[config.mk]
export PLATFORM = sky130hd
export DESIGN_NAME = stall_ctrl
export DESIGN_NICKNAME = d
export VERILOG_FILES = /design/src/rtl/stall_ctrl.sv
export SDC_FILE = /design/constraint.sdc
export NUM_CORES = 1
export LEC_CHECK = 0
export ABC_AREA = 1
export CAP_MARGIN = 20
export CORE_MARGIN = 1.5
export CORE_UTILIZATION = 46
export DETAILED_ROUTE_END_ITERATION = 10
export PLACE_DENSITY = 0.75
export SETUP_SLACK_MARGIN = 0.4
export SLEW_MARGIN = 20
export SYNTH_ARGS = -nofsm -noshare
export SYNTH_HDL_FRONTEND = slang
export SYNTH_SLANG_ARGS = --single-unit
export TNS_END_PERCENT = 30
[constraint.sdc]
create_clock -name clk -period 1.35 [get_ports clk]
set_input_delay 0.2025 -clock clk [delete_from_list [all_inputs] [get_ports clk]]
set_output_delay 0.2025 -clock clk [all_outputs]
set_load 0.05 [all_outputs]
[src/rtl/stall_ctrl.sv]
// Pipeline stall controller: load-use and multiply/divide hazards, a small
// mult/div busy sequencer, and a saturating count of stall cycles.
module stall_ctrl #(
  parameter int unsigned MULT_CYC = 5,
  parameter int unsigned DIV_CYC  = 10
) (
  input  logic        clk,
  input  logic        reset,
  input  logic        ld_use,
  input  logic        md_start,
  input  logic        md_is_div,
  input  logic        md_use_D,
  output logic        PC_EN,
  output logic        D_EN,
  output logic        E_CLR,
  output logic        BUSY,
  output logic        MD_DONE,
  output logic [15:0] STALL_CNT
);

  typedef enum logic [1:0] {
    IDLE = 2'd0,
    MULT = 2'd1,
    DIV  = 2'd2
  } state_t;

  localparam logic [3:0] MULT_LOAD = 4'(MULT_CYC);
  localparam logic [3:0] DIV_LOAD  = 4'(DIV_CYC);

  state_t     state;
  logic [3:0] cnt;
  logic       md_stall;
  logic       stall;

  // NOTE: state registers use non-blocking assignments so every flop samples
  // the pre-edge values; blocking here would create order-dependent updates.
  always_ff @(posedge clk or posedge reset) begin
    if (reset) begin
      state <= IDLE;
      cnt   <= 4'd0;
    end else begin
      case (state)
        IDLE: begin
          if (md_start) begin
            state <= md_is_div ? DIV : MULT;
            cnt   <= md_is_div ? DIV_LOAD : MULT_LOAD;
          end
        end
        MULT, DIV: begin
          // A new md_start while busy is ignored: no restart, no reload.
          if (cnt > 4'd1) begin
            cnt <= cnt - 4'd1;
          end else begin
            state <= IDLE;
            cnt   <= 4'd0;
          end
        end
        default: begin
          state <= IDLE;
          cnt   <= 4'd0;
        end
      endcase
    end
  end

  assign BUSY    = (state != IDLE);
  assign MD_DONE = BUSY && (cnt == 4'd1);

  // NOTE: every always_comb output gets a default first so no path leaves it
  // unassigned, which would otherwise infer a latch.
  always_comb begin
    md_stall = 1'b0;
    stall    = 1'b0;
    md_stall = md_use_D && (BUSY || md_start);
    stall    = ld_use || md_stall;
  end

  assign PC_EN = ~stall;
  assign D_EN  = ~stall;
  assign E_CLR = stall;

  // Saturates at all-ones; a simultaneous load-use and mult/div stall is one cycle.
  always_ff @(posedge clk or posedge reset) begin
    if (reset) begin
      STALL_CNT <= 16'd0;
    end else if (stall && (STALL_CNT != 16'hFFFF)) begin
      STALL_CNT <= STALL_CNT + 16'd1;
    end
  end

endmodule

==> flow_metrics.env, run 1 <==
export IMPL_status="complete, but fails checks"
export IMPL_violations="DRC, setup timing"
export IMPL_ant_nets=0
export IMPL_wirelength_mm=5.57
export IMPL_synthTopCellsByCount="nand2_1 (78), dfrtp_1 (22), inv_1 (21)"
export IMPL_seq_area_frac_synth=0.392
export IMPL_worst_path_largest_cell_delay_ps=430
export IMPL_layout_drive_gt1_share=0.480
export IMPL_routabilityCongestion=0.837
export IMPL_clkPwrFrac=0.081
export IMPL_cts_hold_fix_buffers=0
export IMPL_worst_slack_ps=-476
export IMPL_clock_latency_ps=330
export IMPL_vias_per_cell=5.68
export IMPL_yosys_warnings=0
export IMPL_die_height_um=58.3
export IMPL_rsz0062_at_grt="true"
export IMPL_fin_crit_sh=1.35
export IMPL_clk_pin_slew_worst_paths_ps=130
export IMPL_grt_first_pass_wirelength_mm=8.09
export IMPL_hpwlAfterDp_mm=3.08
export IMPL_setup_viol=26
export IMPL_switching_share=0.462
export IMPL_slew_viol_final=0
export IMPL_peakVddDrop_v=0.00192
export IMPL_finClkSkew_ps=4.79
export IMPL_antenna_found_initial=0
export IMPL_syn_num_nets=210
export IMPL_cts_buffer_depth=2
export IMPL_yosys_register_bits=22
export IMPL_worst_path_max_delay_cell="dfrtp_1"
export IMPL_n_antenna_cell=0
export IMPL_final_area_sq_um=2590
export IMPL_arrival_ps=1620
export IMPL_critical_path_buf_inv_count=5
export IMPL_cts_made_buffers=3
export IMPL_cp_start_kind="flop"
export IMPL_postPlaceCellArea_sq_um=2260
export IMPL_die_w_um=58.3
export IMPL_grt_pass1_vias=1734
export IMPL_synth_flop_cell="dfrtp_1"
export IMPL_core_area_sq_um=2830
export IMPL_tightestPinTransition_ps=345
export IMPL_pwr_share_comb=0.695
export IMPL_grt_usage=0.324
export IMPL_critPathTopFamily="buffers and inverters"
export IMPL_finalCriticalPeriod_ps=1830
export IMPL_end_kind="output port"
export IMPL_hold_path_class="in2async"
export IMPL_p_int_mw=2.60
export IMPL_p_sw_mw=2.23
export IMPL_ioPinCount=27
export IMPL_regArea_sq_um=568
export IMPL_multi_input_area_sq_um=943
export IMPL_grt_overflow_total=0
export IMPL_cap_violations=0
export IMPL_synth_most_common_cell="nand2_1"
export IMPL_max_slew_margin_rel=0.769
export IMPL_nFillCells=97
export IMPL_die_area_sq_um=3400
export IMPL_power_frac_seq=0.224
export IMPL_drtIter0Drc=117
export IMPL_area_growth_pct=84.7
export IMPL_synth_top_cell_by_area="dfrtp_1"
export IMPL_crit_chain="inv_2, ha_4, inv_8, nor2_4, inv_2, nand2_4, nand2_8, buf_6, buf_12"
export IMPL_synth_edf_count=0
export IMPL_r2r_start="STALL_CNT[0]"
export IMPL_initial_utilization=0.497
export IMPL_fin_util=0.917
export IMPL_criticalPathCategory="reg2out"
export IMPL_async_flop_share=1.00
export IMPL_cpMostUsedCell="inv_2"
export IMPL_drc=4
export IMPL_cts_sinks=22
export IMPL_tritoncts="built"
export IMPL_dr_total_vias=1716
export IMPL_io_buffer_count=26
export IMPL_pre_cts_slack_ps=-168
export IMPL_yosys_top_cells_area="dfrtp_1 (39%), nand2_1 (21%), o21ai_0 (5.7%)"
export IMPL_wire_per_inst_um=18.4
export IMPL_ys_types=19
export IMPL_rows=19
export IMPL_p_leak_nw=1.18
export IMPL_cts_htree_levels=1
export IMPL_avgSynthCellArea_sq_um=7.06
export IMPL_netlist_area_sq_um=1410
export IMPL_synth_top_area_frac=0.392
export IMPL_cellPowerDensity_nw_per_um2=1860
export IMPL_clock_root_buffer="clkbuf_4"
export IMPL_setup_tns_ps=-6830
export IMPL_max_freq_mhz=548
export IMPL_critPathLaunch="state[0]"
export IMPL_finalHoldViolations=0
export IMPL_firstDrtPassIters=8
export IMPL_crit_fanout=4
export IMPL_required_ps=1150
export IMPL_report_power_total_mw=4.83
export IMPL_final_net_count=283
export IMPL_syn_inst=199
export IMPL_grt_max_degree=23
## through the flow
stage,hold slack (ps),cells
6_report,203,302
3_3_place_gp,559,287
5_1_grt,248,302
4_1_cts,206,298
3_5_place_dp,568,287
2_1_floorplan,191,199
## power by group through the flow
stage / logic [mW] / clock network [mW] / registers (mW)
after floorplan: 1.08 / 0 / 1.45
after global placement: 2.65 / 0 / 1.03
after detailed placement: 2.77 / 0 / 1.05
after CTS: 3.03 / 0.392 / 1.06
after global routing: 3.52 / 0.420 / 1.10
final: 3.36 / 0.390 / 1.08
## area by class of cell
cell class | instances | share of cell area
Clock buffer | 4 | 0.0140
Inverter | 24 | 0.0424
Multi-Input combinational cell | 151 | 0.364
Sequential cell | 22 | 0.219
Tap cell | 31 | 0.0149
Timing Repair Buffer | 70 | 0.346
## flip-flops by register name (all words and copies together), names as in the netlist
register	count
state	2
STALL_CNT	16
cnt	4
## worst min-delay path: stages
cell and delay, ps:
clkdlybuf4s50_1 400, inv_1 50, buf_4 290
## kinds of logic after synthesis
logic type / Yosys count / share of synthesized area
flip-flops: 22 / 0.392
buffers and inverters: 27 / 0.0855
AO/OA/AOI/OAI: 18 / 0.0748
AND/OR/NAND/NOR: 119 / 0.354
adder cells (fa/ha/maj): 5 / 0.0445
XOR/XNOR: 8 / 0.0499
## worst paths after layout
kind | to | slack, ps | cells past startpoint
worst max-delay path | E_CLR | -480 | 9
worst min-delay path | STALL_CNT[2] | 200 | 3
worst max register to register | STALL_CNT[15] | -400 | 8
worst min register to register | STALL_CNT[6] | 620 | 2
max in group asynchronous | STALL_CNT[11] | 890 | 3
min in group clk | STALL_CNT[6] | 620 | 2
## per-layer routing
layer	wire (um)	global-route usage
met4	284	0.169
met3	382	0.0469
met2	2800	0.581
met5	0	0
met1	2110	0.367
## cell usage in the layout, fill, tap and decap left out
| cell type | synthesis | routed |
|---|---|---|
| inv_1 | 21 | 16 |
| inv_8 | 0 | 1 |
| dfrtp_1 | 22 | 8 |
| buf_12 | 0 | 22 |
| clkbuf_16 | 0 | 1 |
| dfrtp_2 | 0 | 14 |
| nor2_2 | 3 | 4 |
| buf_6 | 2 | 18 |
| inv_2 | 3 | 6 |
| nand2_2 | 2 | 11 |
| o21ai_2 | 1 | 2 |
| nand2_8 | 0 | 1 |
| xnor2_1 | 8 | 8 |
| inv_12 | 0 | 1 |
| nor4_4 | 0 | 1 |
| ha_1 | 5 | 2 |
| buf_4 | 1 | 24 |
| nand4_1 | 5 | 5 |
| clkbuf_4 | 0 | 3 |
| clkdlybuf4s50_1 | 0 | 5 |
| nor2_4 | 1 | 4 |
| nand2_4 | 0 | 8 |
| nand3_1 | 10 | 8 |
| nor2_1 | 18 | 14 |
| o21ai_1 | 0 | 7 |
| ha_4 | 0 | 3 |
| nand3_2 | 0 | 2 |
| nand2_1 | 78 | 60 |
| o21ai_4 | 1 | 2 |
| o21ai_0 | 16 | 8 |
| clkbuf_8 | 0 | 1 |
| or2_4 | 0 | 1 |
## timing repair
action | 4_1_cts | 5_1_grt
pin swaps | 8 | 13
gates resized for setup | 40 | 26
setup endpoints to repair | 43 | 43
gates cloned | 2 | 0
buffers inserted | 5 | 4
(Power assumes the default switching activity.)
==> run 2: changes to the inputs <==
SETUP_SLACK_MARGIN = not set   (was 0.4)
==> run 2 against run 1 <==
Against the previous run: the flow still finishes with violations (DRC, setup timing); total power fell by 4.6%; register-to-register slack improved by 70 ps; global-route usage down 4.5 points; flip-flop and latch count unchanged; clock power barely moved; final cell count fell by 0.33%; clock-buffer cell count stayed put; cell area down 4.4%; maximum frequency is essentially flat; critical endpoint unchanged.
==> flow_metrics.env, run 2 (same netlist as run 1, synthesis figures left out) <==
export IMPL_grt_overflow_total=0
export IMPL_firstDrtPassIters=7
export IMPL_rows=19
export IMPL_cts_sinks=22
export IMPL_fin_crit_sh=1.35
export IMPL_tritoncts="built"
export IMPL_p_sw_mw=2.10
export IMPL_crit_chain="inv_2, ha_4, inv_8, nor2_4, inv_2, nand2_4, nand2_8, buf_6, buf_12"
export IMPL_top_register="STALL_CNT"
export IMPL_die_w_um=58.3
export IMPL_final_cell_mix="nand2_1 (69), buf_4 (37), buf_12 (22)"
export IMPL_finalHoldViolations=0
export IMPL_dpl_cell_count=287
export IMPL_clock_root_buffer="clkbuf_4"
export IMPL_pwr_share_comb=0.686
export IMPL_nFillCells=135
export IMPL_clock_latency_ps=330
export IMPL_end_kind="output port"
export IMPL_worst_slack_ps=-478
export IMPL_cts_made_buffers=3
export IMPL_grt_usage=0.279
export IMPL_ioPinCount=27
export IMPL_cpMostUsedCell="inv_2"
export IMPL_critPathTopFamily="buffers and inverters"
export IMPL_drtIter0Drc=78
export IMPL_status="complete, but fails checks"
export IMPL_critical_path_buf_inv_count=5
export IMPL_wire_per_inst_um=15.8
export IMPL_violations="DRC, setup timing"
export IMPL_final_common_cell="nand2_1"
export IMPL_fin_util=0.877
export IMPL_setup_viol=25
export IMPL_core_area_sq_um=2830
export IMPL_largest_registers="STALL_CNT (16), cnt (4), state (2)"
export IMPL_routabilityCongestion=0.837
export IMPL_p_int_mw=2.50
export IMPL_pre_cts_slack_ps=-168
export IMPL_required_ps=1150
export IMPL_rsz0062_at_grt="true"
export IMPL_clk_pin_slew_worst_paths_ps=130
export IMPL_crit_fanout=4
export IMPL_hold_path_class="in2async"
export IMPL_criticalPathCategory="reg2out"
export IMPL_die_area_sq_um=3400
export IMPL_wirelength_mm=4.75
export IMPL_dr_total_vias=1605
export IMPL_worst_path_largest_cell_delay_ps=430
export IMPL_holdWs_ps=200
export IMPL_vias_per_cell=5.33
export IMPL_area_growth_pct=76.5
export IMPL_fin_cells=301
export IMPL_reg2reg_depth=13
export IMPL_n_antenna_cell=0
export IMPL_arrival_ps=1630
export IMPL_die_height_um=58.3
export IMPL_ant_nets=0
export IMPL_hpwlAfterDp_mm=3.08
export IMPL_cp_start_kind="flop"
export IMPL_clkPwrFrac=0.084
export IMPL_largest_register_ffs=16
export IMPL_layout_drive_gt1_share=0.437
export IMPL_initial_utilization=0.497
export IMPL_grt_first_pass_wirelength_mm=7.07
export IMPL_drc=4
export IMPL_timing_rr_end="STALL_CNT[3]"
export IMPL_r2r_setup_slack_ps=-330
export IMPL_worst_path_max_delay_cell="dfrtp_1"
export IMPL_cts_hold_fix_buffers=0
export IMPL_max_freq_mhz=547
export IMPL_grt_pass1_vias=1638
export IMPL_peakVddDrop_v=0.00176
export IMPL_max_slew_margin_rel=0.730
export IMPL_tightestPinTransition_ps=405
export IMPL_grt_max_degree=23
export IMPL_p_leak_nw=1.14
export IMPL_cts_htree_levels=1
export IMPL_cts_buffer_depth=2
export IMPL_cap_violations=0
export IMPL_r2r_start="state[1]"
export IMPL_cellPowerDensity_nw_per_um2=1860
export IMPL_power_frac_seq=0.230
export IMPL_slew_viol_final=0
export IMPL_finalCriticalPeriod_ps=1830
export IMPL_report_power_total_mw=4.60
export IMPL_switching_share=0.457
export IMPL_antenna_found_initial=0
export IMPL_final_net_count=282
export IMPL_finClkSkew_ps=4.42
export IMPL_io_buffer_count=26
-- run 2: power groups by stage --
stage,clock (mW),sequential (mW),combinational (mW)
after floorplan,0,1.45,1.08
after CTS,0.392,1.04,2.95
final,0.388,1.06,3.16
after global routing,0.432,1.08,3.35
after global placement,0,1.03,2.65
after detailed placement,0,1.05,2.77
-- run 2: cell type report --
class | instances | area, sq um | share of cell area
sequential | 22 | 568 | 0.229
clock buffer | 4 | 36.3 | 0.0146
inverter | 24 | 110 | 0.0444
multi-input combinational | 151 | 888 | 0.358
tap | 31 | 38.8 | 0.0156
timing repair buffer | 69 | 838 | 0.338
-- run 2: what timing repair did --
| action | 4_1_cts | 5_1_grt |
|---|---|---|
| gates cloned | 1 | 1 |
| pin swaps | 8 | 10 |
| endpoints found under the setup margin | 27 | 27 |
| gates resized for setup | 20 | 16 |
| setup buffers | 7 | 3 |
-- run 2: worst reg2reg max path: stages, from the launching register on --
cell	delay, ps
dfrtp_1	410
inv_2	70
ha_4	180
inv_8	50
nor2_4	30
inv_2	80
nand2_4	70
nand2_8	90
inv_12	40
buf_6	110
nor2_4	190
buf_12	170
nand2_1	60
nand2_1	60
-- run 2: metrics by stage --
| stage | instance area (sq um) | setup TNS [ps] |
|---|---|---|
| after floorplan | 1520 | -2820 |
| after global placement | 2260 | -1690 |
| after detailed placement | 2260 | -2920 |
| after CTS | 2410 | -5560 |
| after global routing | 2480 | -8190 |
| final | 2480 | -6500 |
-- run 2: worst max-delay path by stage --
stage / start / endpoint / slack [ps] / cells after the start
after floorplan: state[1] / STALL_CNT[15] / -210 / 12
after global placement: md_start / E_CLR / -120 / 7
after detailed placement: md_start / STALL_CNT[11] / -170 / 10
after CTS: state[0] / E_CLR / -450 / 9
after global routing: state[1] / E_CLR / -540 / 9
final: state[1] / E_CLR / -480 / 9
-- run 2: per-layer routing --
layer	share of wire	vias up	track usage	wire length, um
met2	0.51	65	0.507	2450
met3	0.050	11	0.0357	237
li1	-	765	-	-
met5	0	-	0	0
met1	0.41	764	0.316	1970
met4	0.021	0	0.136	101
